$ cat src/rtl/posit_fma_pkg.sv
// Shared constants for the FMA align/merge stage: lane widths, lane bit-slices
// for both layouts, and the run-framing FSM encoding.
package posit_fma_pkg;
    localparam int LW  = 28;
    localparam int EW  = 10;
    localparam int FLW = 2 * LW;
    localparam int FEW = 2 * EW;

    // Sign bit positions: dual lane0/lane1, and the single full lane.
    localparam int L0_S = 0;
    localparam int L1_S = 2;
    localparam int F_S  = 3;

    localparam int L0_EXP_LO  = 0;
    localparam int L1_EXP_LO  = EW;
    localparam int L0_MANT_LO = 0;
    localparam int L1_MANT_LO = LW;
    localparam int L0_SUM_LO  = 0;
    localparam int L1_SUM_LO  = LW + 1;
    localparam int SUM_W      = 2 * LW + 2;

    localparam logic [1:0] DRAIN_CYCLES = 2'd2;

    typedef enum logic [1:0] {
        ST_IDLE  = 2'd0,
        ST_ARMED = 2'd1,
        ST_RUN   = 2'd2,
        ST_DRAIN = 2'd3
    } state_t;
endpackage

$ cat src/rtl/align_lane.sv
// One lane of exponent-align plus signed magnitude add: stage 1 registers the
// compare/swap/shift/sticky, stage 2 registers the add/sub result.
module align_lane #(
    parameter int W   = 28,
    parameter int EWD = 10
) (
    input  logic           clk,
    input  logic           rst,
    input  logic           load1,
    input  logic           load2,
    input  logic           s_e,
    input  logic           s_f,
    input  logic [EWD-1:0] exp_e,
    input  logic [EWD-1:0] exp_f,
    input  logic [W-1:0]   mant_e,
    input  logic [W-1:0]   mant_f,
    output logic           sum_s,
    output logic [EWD-1:0] sum_exp,
    output logic [W:0]     sum_mant,
    output logic           sum_sticky
);
    logic           e_big;
    logic [EWD-1:0] exp_big, exp_small, d;
    logic [W-1:0]   m_big, m_small, m_shift;
    logic           s_big_c, s_small_c, sticky_c;

    // Ties go to E so equal exponents never swap.
    assign e_big = (exp_e >= exp_f);

    always_comb begin
        exp_big   = e_big ? exp_e  : exp_f;
        exp_small = e_big ? exp_f  : exp_e;
        m_big     = e_big ? mant_e : mant_f;
        m_small   = e_big ? mant_f : mant_e;
        s_big_c   = e_big ? s_e    : s_f;
        s_small_c = e_big ? s_f    : s_e;
        d         = exp_big - exp_small;
        if (d >= EWD'(W)) begin
            m_shift  = '0;
            sticky_c = |m_small;
        end else begin
            m_shift  = m_small >> d;
            sticky_c = |(m_small & ~({W{1'b1}} << d));
        end
    end

    logic [W-1:0]   r1_big, r1_shift;
    logic           r1_s_big, r1_s_small, r1_sticky;
    logic [EWD-1:0] r1_exp;

    always_ff @(posedge clk or posedge rst) begin
        if (rst) begin
            r1_big     <= '0;
            r1_shift   <= '0;
            r1_s_big   <= 1'b0;
            r1_s_small <= 1'b0;
            r1_sticky  <= 1'b0;
            r1_exp     <= '0;
        end else if (load1) begin
            r1_big     <= m_big;
            r1_shift   <= m_shift;
            r1_s_big   <= s_big_c;
            r1_s_small <= s_small_c;
            r1_sticky  <= sticky_c;
            r1_exp     <= exp_big;
        end
    end

    logic [W:0] a, b, sum_c;
    logic       sign_c;

    always_comb begin
        a = {1'b0, r1_big};
        b = {1'b0, r1_shift};
        if (r1_s_big == r1_s_small) begin
            sum_c  = a + b;
            sign_c = r1_s_big;
        end else if (a >= b) begin
            sum_c  = a - b;
            sign_c = r1_s_big;
        end else begin
            sum_c  = b - a;
            sign_c = r1_s_small;
        end
        // A zero magnitude is always reported as +0.
        if (sum_c == '0) sign_c = 1'b0;
    end

    always_ff @(posedge clk or posedge rst) begin
        if (rst) begin
            sum_s      <= 1'b0;
            sum_exp    <= '0;
            sum_mant   <= '0;
            sum_sticky <= 1'b0;
        end else if (load2) begin
            sum_s      <= sign_c;
            sum_exp    <= r1_exp;
            sum_mant   <= sum_c;
            sum_sticky <= r1_sticky;
        end
    end
endmodule

$ cat src/rtl/align_merge.sv
// Align/merge stage: three align_lane instances (two half lanes, one full lane)
// muxed by the mode that travelled with each operation, framed by a run FSM.
module align_merge
    import posit_fma_pkg::*;
(
    input  logic             clk,
    input  logic             rst,
    input  logic             start,
    input  logic             mode,
    input  logic             align_ctl,
    input  logic [3:0]       s_E,
    input  logic [3:0]       s_F,
    input  logic [FEW-1:0]   exp_E,
    input  logic [FEW-1:0]   exp_F,
    input  logic [FLW-1:0]   mant_E,
    input  logic [FLW-1:0]   mant_F,
    output logic [1:0]       sum_s,
    output logic [FEW-1:0]   sum_exp,
    output logic [SUM_W-1:0] sum_mant,
    output logic [1:0]       sum_sticky,
    output logic             sum_mode,
    output logic             sum_valid,
    output logic             busy,
    output logic             done
);
    state_t     state;
    logic [1:0] drain_cnt;
    logic       accept;
    logic       s1_valid, s2_valid, s1_mode, s2_mode;
    logic       unused_sbits;

    assign unused_sbits = s_E[1] ^ s_F[1];
    // start always wins over a same-cycle operand.
    assign accept = align_ctl && !start && (state != ST_IDLE);

    always_ff @(posedge clk or posedge rst) begin
        if (rst) begin
            state     <= ST_IDLE;
            drain_cnt <= '0;
            busy      <= 1'b0;
            done      <= 1'b0;
        end else begin
            done <= 1'b0;
            if (start) begin
                state     <= ST_ARMED;
                drain_cnt <= '0;
                busy      <= 1'b1;
            end else begin
                case (state)
                    ST_IDLE: ;
                    ST_ARMED: if (align_ctl) state <= ST_RUN;
                    ST_RUN: if (!align_ctl) begin
                        state     <= ST_DRAIN;
                        drain_cnt <= DRAIN_CYCLES;
                    end
                    ST_DRAIN: begin
                        if (align_ctl) begin
                            state <= ST_RUN;
                        end else if (drain_cnt != 2'd0) begin
                            drain_cnt <= drain_cnt - 2'd1;
                            done      <= (drain_cnt == 2'd1);
                        end else begin
                            state <= ST_IDLE;
                            busy  <= 1'b0;
                        end
                    end
                    default: state <= ST_IDLE;
                endcase
            end
        end
    end

    always_ff @(posedge clk or posedge rst) begin
        if (rst) begin
            s1_valid <= 1'b0;
            s2_valid <= 1'b0;
            s1_mode  <= 1'b0;
            s2_mode  <= 1'b0;
        end else begin
            s1_valid <= accept;
            s2_valid <= s1_valid && !start;
            if (accept) s1_mode <= mode;
            if (s1_valid) s2_mode <= s1_mode;
        end
    end

    logic            l0_s, l1_s, lf_s, l0_st, l1_st, lf_st;
    logic [EW-1:0]   l0_exp, l1_exp;
    logic [FEW-1:0]  lf_exp;
    logic [LW:0]     l0_mant, l1_mant;
    logic [FLW:0]    lf_mant;

    align_lane #(.W(LW), .EWD(EW)) u_lane0 (
        .clk(clk), .rst(rst), .load1(accept), .load2(s1_valid),
        .s_e(s_E[L0_S]), .s_f(s_F[L0_S]),
        .exp_e(exp_E[L0_EXP_LO +: EW]), .exp_f(exp_F[L0_EXP_LO +: EW]),
        .mant_e(mant_E[L0_MANT_LO +: LW]), .mant_f(mant_F[L0_MANT_LO +: LW]),
        .sum_s(l0_s), .sum_exp(l0_exp), .sum_mant(l0_mant), .sum_sticky(l0_st)
    );

    align_lane #(.W(LW), .EWD(EW)) u_lane1 (
        .clk(clk), .rst(rst), .load1(accept), .load2(s1_valid),
        .s_e(s_E[L1_S]), .s_f(s_F[L1_S]),
        .exp_e(exp_E[L1_EXP_LO +: EW]), .exp_f(exp_F[L1_EXP_LO +: EW]),
        .mant_e(mant_E[L1_MANT_LO +: LW]), .mant_f(mant_F[L1_MANT_LO +: LW]),
        .sum_s(l1_s), .sum_exp(l1_exp), .sum_mant(l1_mant), .sum_sticky(l1_st)
    );

    align_lane #(.W(FLW), .EWD(FEW)) u_lane_full (
        .clk(clk), .rst(rst), .load1(accept), .load2(s1_valid),
        .s_e(s_E[F_S]), .s_f(s_F[F_S]),
        .exp_e(exp_E), .exp_f(exp_F),
        .mant_e(mant_E), .mant_f(mant_F),
        .sum_s(lf_s), .sum_exp(lf_exp), .sum_mant(lf_mant), .sum_sticky(lf_st)
    );

    always_ff @(posedge clk or posedge rst) begin
        if (rst) begin
            sum_s      <= '0;
            sum_exp    <= '0;
            sum_mant   <= '0;
            sum_sticky <= '0;
            sum_mode   <= 1'b0;
            sum_valid  <= 1'b0;
        end else begin
            sum_valid <= s2_valid && !start;
            if (s2_valid && !start) begin
                sum_mode <= s2_mode;
                if (s2_mode) begin
                    sum_s      <= {lf_s, 1'b0};
                    sum_exp    <= lf_exp;
                    sum_mant   <= {1'b0, lf_mant};
                    sum_sticky <= {lf_st, 1'b0};
                end else begin
                    sum_s      <= {l1_s, l0_s};
                    sum_exp    <= {l1_exp, l0_exp};
                    sum_mant   <= {l1_mant, l0_mant};
                    sum_sticky <= {l1_st, l0_st};
                end
            end
        end
    end
endmodule

$ cat config.mk
export PLATFORM = sky130hd
export DESIGN_NAME = align_merge
export DESIGN_NICKNAME = d
export VERILOG_FILES = /design/src/rtl/posit_fma_pkg.sv /design/src/rtl/align_lane.sv /design/src/rtl/align_merge.sv
export SDC_FILE = /design/constraint.sdc
export NUM_CORES = 2
export LEC_CHECK = 0
export ABC_CLOCK_PERIOD_IN_PS = 9000
export BUFFER_PORTS_ARGS = -buffer_cell sky130_fd_sc_hd__buf_2
export CAP_MARGIN = 40
export CORE_ASPECT_RATIO = 0.75
export CORE_MARGIN = 2
export CORE_UTILIZATION = 58
export CTS_CLUSTER_SIZE = 25
export DETAILED_ROUTE_END_ITERATION = 6
export PLACE_DENSITY = 0.87
export SETUP_SLACK_MARGIN = 0.5
export SLEW_MARGIN = 25
export SYNTH_ARGS = -nofsm -noshare
export SYNTH_HDL_FRONTEND = slang
export SYNTH_HIERARCHICAL = 1
export SYNTH_SLANG_ARGS = --single-unit
$ cat constraint.sdc
create_clock -name clk -period 9 [get_ports clk]
set_input_delay 1.35 -clock clk [delete_from_list [all_inputs] [get_ports clk]]
set_output_delay 1.35 -clock clk [all_outputs]
set_load 0.1 [all_outputs]
==> load_flow_metrics.sql <==
INSERT INTO impl_metrics (metric_group, metric, value, unit) VALUES
('status', 'outcome', 'finished, violations left', ''),
('status', 'violations_in_the_final_reports', 'design-rule violations', ''),
('worst_setup_path', 'timing_worst_setup_path_type', 'flop to flop', ''),
('route', 'final_routed_wire_length_divided_by_cell_count', '30.61', 'µm'),
('synthesis', 'yosys.cell_count.top_type', 'sky130_fd_sc_hd__nand2_1', ''),
('clock_tree', 'cts.clk_slew.worst_paths', '0.07', 'ns'),
('clock_tree', 'numCtsBuffers', '57', ''),
('floorplanning', 'floorplan.initialDensity', '0.5846', ''),
('global_route', 'grt.total_usage', '0.5035', ''),
('pwr', 'combPwrFrac', '0.589', ''),
('route', 'remaining_drc_errors', '9', ''),
('synthesis', 'async_reset_ff_frac', '1.000', ''),
('timing', 'post-route-period-util', '0.8281', ''),
('finish', 'layout-area-overhead-vs-synth', '7.940', '%'),
('synthesis', 'synth_compound_gate_area_share', '0.2618', ''),
('synthesis', 'yosys.cell_types.count', '125', ''),
('clock_tree', 'postCtsHoldBufs', '0', ''),
('route', 'detail_route.vias_per_cell', '7.230', ''),
('place', 'buffer_ports.inserted', '248', ''),
('worst_setup_path', 'timing.critical_path.from_type', 'flop', ''),
('route', 'dr.pass1.iters', '7', ''),
('global_route', 'grt_pass1_wl', '363600', 'µm'),
('global_route', 'grt_pass1_vias', '53975', ''),
('synthesis', 'synth_seq_cells', '528', ''),
('floorplanning', 'io_pins', '251', ''),
('finish', 'final_cell_area', '58820', 'µm²'),
('flow_run', 'maxcap_viol_count', '0', ''),
('global_route', 'global_route.overflow_total', '0', ''),
('global_route', 'grt_antenna_before_repair', '30', ''),
('route', 'vias', '59827', ''),
('place', 'routabilityCongestion', '1.130', ''),
('floorplanning', 'die_w', '357.9', 'µm'),
('floorplanning', 'die_height', '269.5', 'µm'),
('pwr', 'design_power_total', '0.01540', 'W'),
('clock_tree', 'tritoncts', 'built', ''),
('finish', 'multiInputGateArea', '37790', 'µm²'),
('pwr', 'switching_share', '0.5435', ''),
('global_route', 'largest_net_degree_at_the_start_of_global_routing', '121', ''),
('worst_setup_path', 'critPathRequiredTime', '9.56', 'ns'),
('timing', 'skew', '0.04731', 'ns'),
('synthesis', 'yosys-mux-area-fraction', '0.1153', ''),
('clock_tree', 'root_buffer', 'sky130_fd_sc_hd__clkbuf_16', ''),
('place', 'dp_hpwl', '193300', 'µm'),
('timing', 'finalSetupViolCount', '0', ''),
('pwr', 'internal_power', '0.007032', 'W'),
('finish', 'layout.area.seq', '13220', 'µm²'),
('timing', 'holdWs', '0.4788', 'ns'),
('clock_tree', 'ctsResizeCount', '0', ''),
('synthesis', 'synthDominantAreaCellType', 'sky130_fd_sc_hd__dfrtp_1', ''),
('synthesis', 'post_synth_and_or_nand_nor_area_fraction', '0.2023', ''),
('route', 'drt-initial-drc-count', '10802', ''),
('synthesis', 'ys_top_cells_by_area', 'sky130_fd_sc_hd__dfrtp_1 24%, sky130_fd_sc_hd__ha_1 8.7%, sky130_fd_sc_hd__mux2i_1 8.6%', ''),
('synthesis', 'synth_enable_flop_cells', '0', ''),
('synthesis', 'synth_xor_area_frac', '0.01775', ''),
('synthesis', 'ys_seq_area_frac', '0.2425', ''),
('timing', 'slew-limit-headroom', '0.2864', ''),
('synthesis', 'ys.warnings.count', '6', ''),
('timing', 'final_min_period', '7.453', 'ns'),
('pwr', 'irDropWorstVdd', '0.3547', 'mV'),
('timing', 'hold_violations_final', '0', ''),
('min_path', 'hp-class', 'flop to flop', ''),
('worst_setup_path', 'critPathArrivalTime', '8.01', 'ns'),
('worst_setup_path', 'most_used_cell_cp', 'sky130_fd_sc_hd__buf_4', ''),
('pwr', 'clkPwrFrac', '0.166', ''),
('finish', 'fillCellCount', '8210', ''),
('route', 'antenna_violating_nets_post_route', '0', ''),
('timing', 'grt_setup_unrepaired', 'no', ''),
('synthesis', 'syn-num-nets', '7544', ''),
('synthesis', 'main_combinational_cell_family_by_area_after_synthesis', 'compound AO/OA/AOI/OAI gates', ''),
('synthesis', 'synth.cell_area', '54490', 'µm²'),
('synthesis', 'synth-main-ff-cell', 'sky130_fd_sc_hd__dfrtp_1', '');
-- cell families (layout without fill, tap and decap cells) --
group | after synthesis | count (layout)
muxes | 591 | 591
AOI/OAI and AO/OA | 2101 | 2101
DFF | 528 | 528
other | 0 | 22
adders and majority gates | 399 | 399
buffers and inverters | 899 | 926
xor gates and xnor gates | 107 | 107
and+or+nand+nor | 2364 | 2364
-- area by class of cell --
type	instances	area share
diodes	22	0.0009360
flip-flops and latches	528	0.2248
clock buffers	80	0.02778
inverters	436	0.02808
clock inverters	22	0.005275
multi-input cells	5562	0.6425
repair buffers	388	0.04439
well taps	1237	0.02631
-- sequential cells by signal, summed over array words and instances (netlist names), 20 cells and up --
signal and flops:
u_lane0/r1_shift 28, u_lane1/r1_shift 28, u_lane_full/r1_exp 20, u_lane0/r1_big 28, u_lane_full/r1_shift 56, sum_mant 58, u_lane0/sum_mant 29, u_lane_full/sum_mant 57
sum_exp 20, u_lane1/sum_mant 29, u_lane_full/r1_big 56, u_lane_full/sum_exp 20, u_lane1/r1_big 28
-- path summary, 6_finish.rpt --
| check | depth (start not counted) | slack, ns | end | start |
|---|---|---|---|---|
| setup / recovery | 20 | 1.55 | u_lane_full/sum_s | u_lane_full/r1_big[28] |
| hold / removal | 2 | 0.48 | sum_mant[6] | sum_mant[6] |
| setup reg to reg | 20 | 1.55 | u_lane_full/sum_s | u_lane_full/r1_big[28] |
| hold reg to reg | 2 | 0.48 | sum_mant[6] | sum_mant[6] |
| max in group asynchronous | 4 | 6.73 | u_lane0/sum_mant[19] | rst |
| min in group asynchronous | 2 | 0.89 | u_lane1/r1_shift[25] | rst |
-- layer usage --
metal / GRT usage / wire (µm)
met5: 0.01450 / 506
met4: 0.1743 / 11250
met1: 0.7082 / 100700
met3: 0.2629 / 46950
met2: 0.6444 / 93800
-- power groups by stage --
stage / logic, W / registers, W / clock network, W
finish: 0.00908 / 0.00377 / 0.00256
global route: 0.00939 / 0.00381 / 0.00264
CTS: 0.00852 / 0.00372 / 0.00254
detailed placement: 0.00847 / 0.00376 / 0
global placement: 0.00833 / 0.00371 / 0
floorplan: 0.00475 / 0.00468 / 0
-- metrics by stage --
step                      cells  setup WS, ns  utilization
after floorplan            6989         1.731            -
after global placement     8101         1.050       0.6025
after detailed placement   8121         1.019       0.6048
after CTS                  8223         1.737       0.6256
after global routing       8268         1.437       0.6309
final                      8275         1.547       0.6311
-- cell usage in the layout, fill, tap and decap left out, drive strengths merged, types with 97 or more instances in the layout --
master    n
nand3   176
a211oi   98
o22ai    97
mux2i   467
nand2   849
a21oi   474
nor2    609
o21ai   384
mux2    106
dfrtp   528
a31oi   270
nor3    201
a21o    133
buf     381
inv     440
ha      381
-- worst max-delay path: cells and delay by family (launching register included) --
family / cells / cell delay, ns
and+or+nand+nor: 7 / 1.91
buffers and inverters: 5 / 1.18
AOI/OAI and AO/OA: 6 / 2.75
DFF: 1 / 0.59
xor gates and xnor gates: 1 / 0.32
adders and majority gates: 1 / 0.56
No activity file was read; power rests on OpenSTA's default activity.
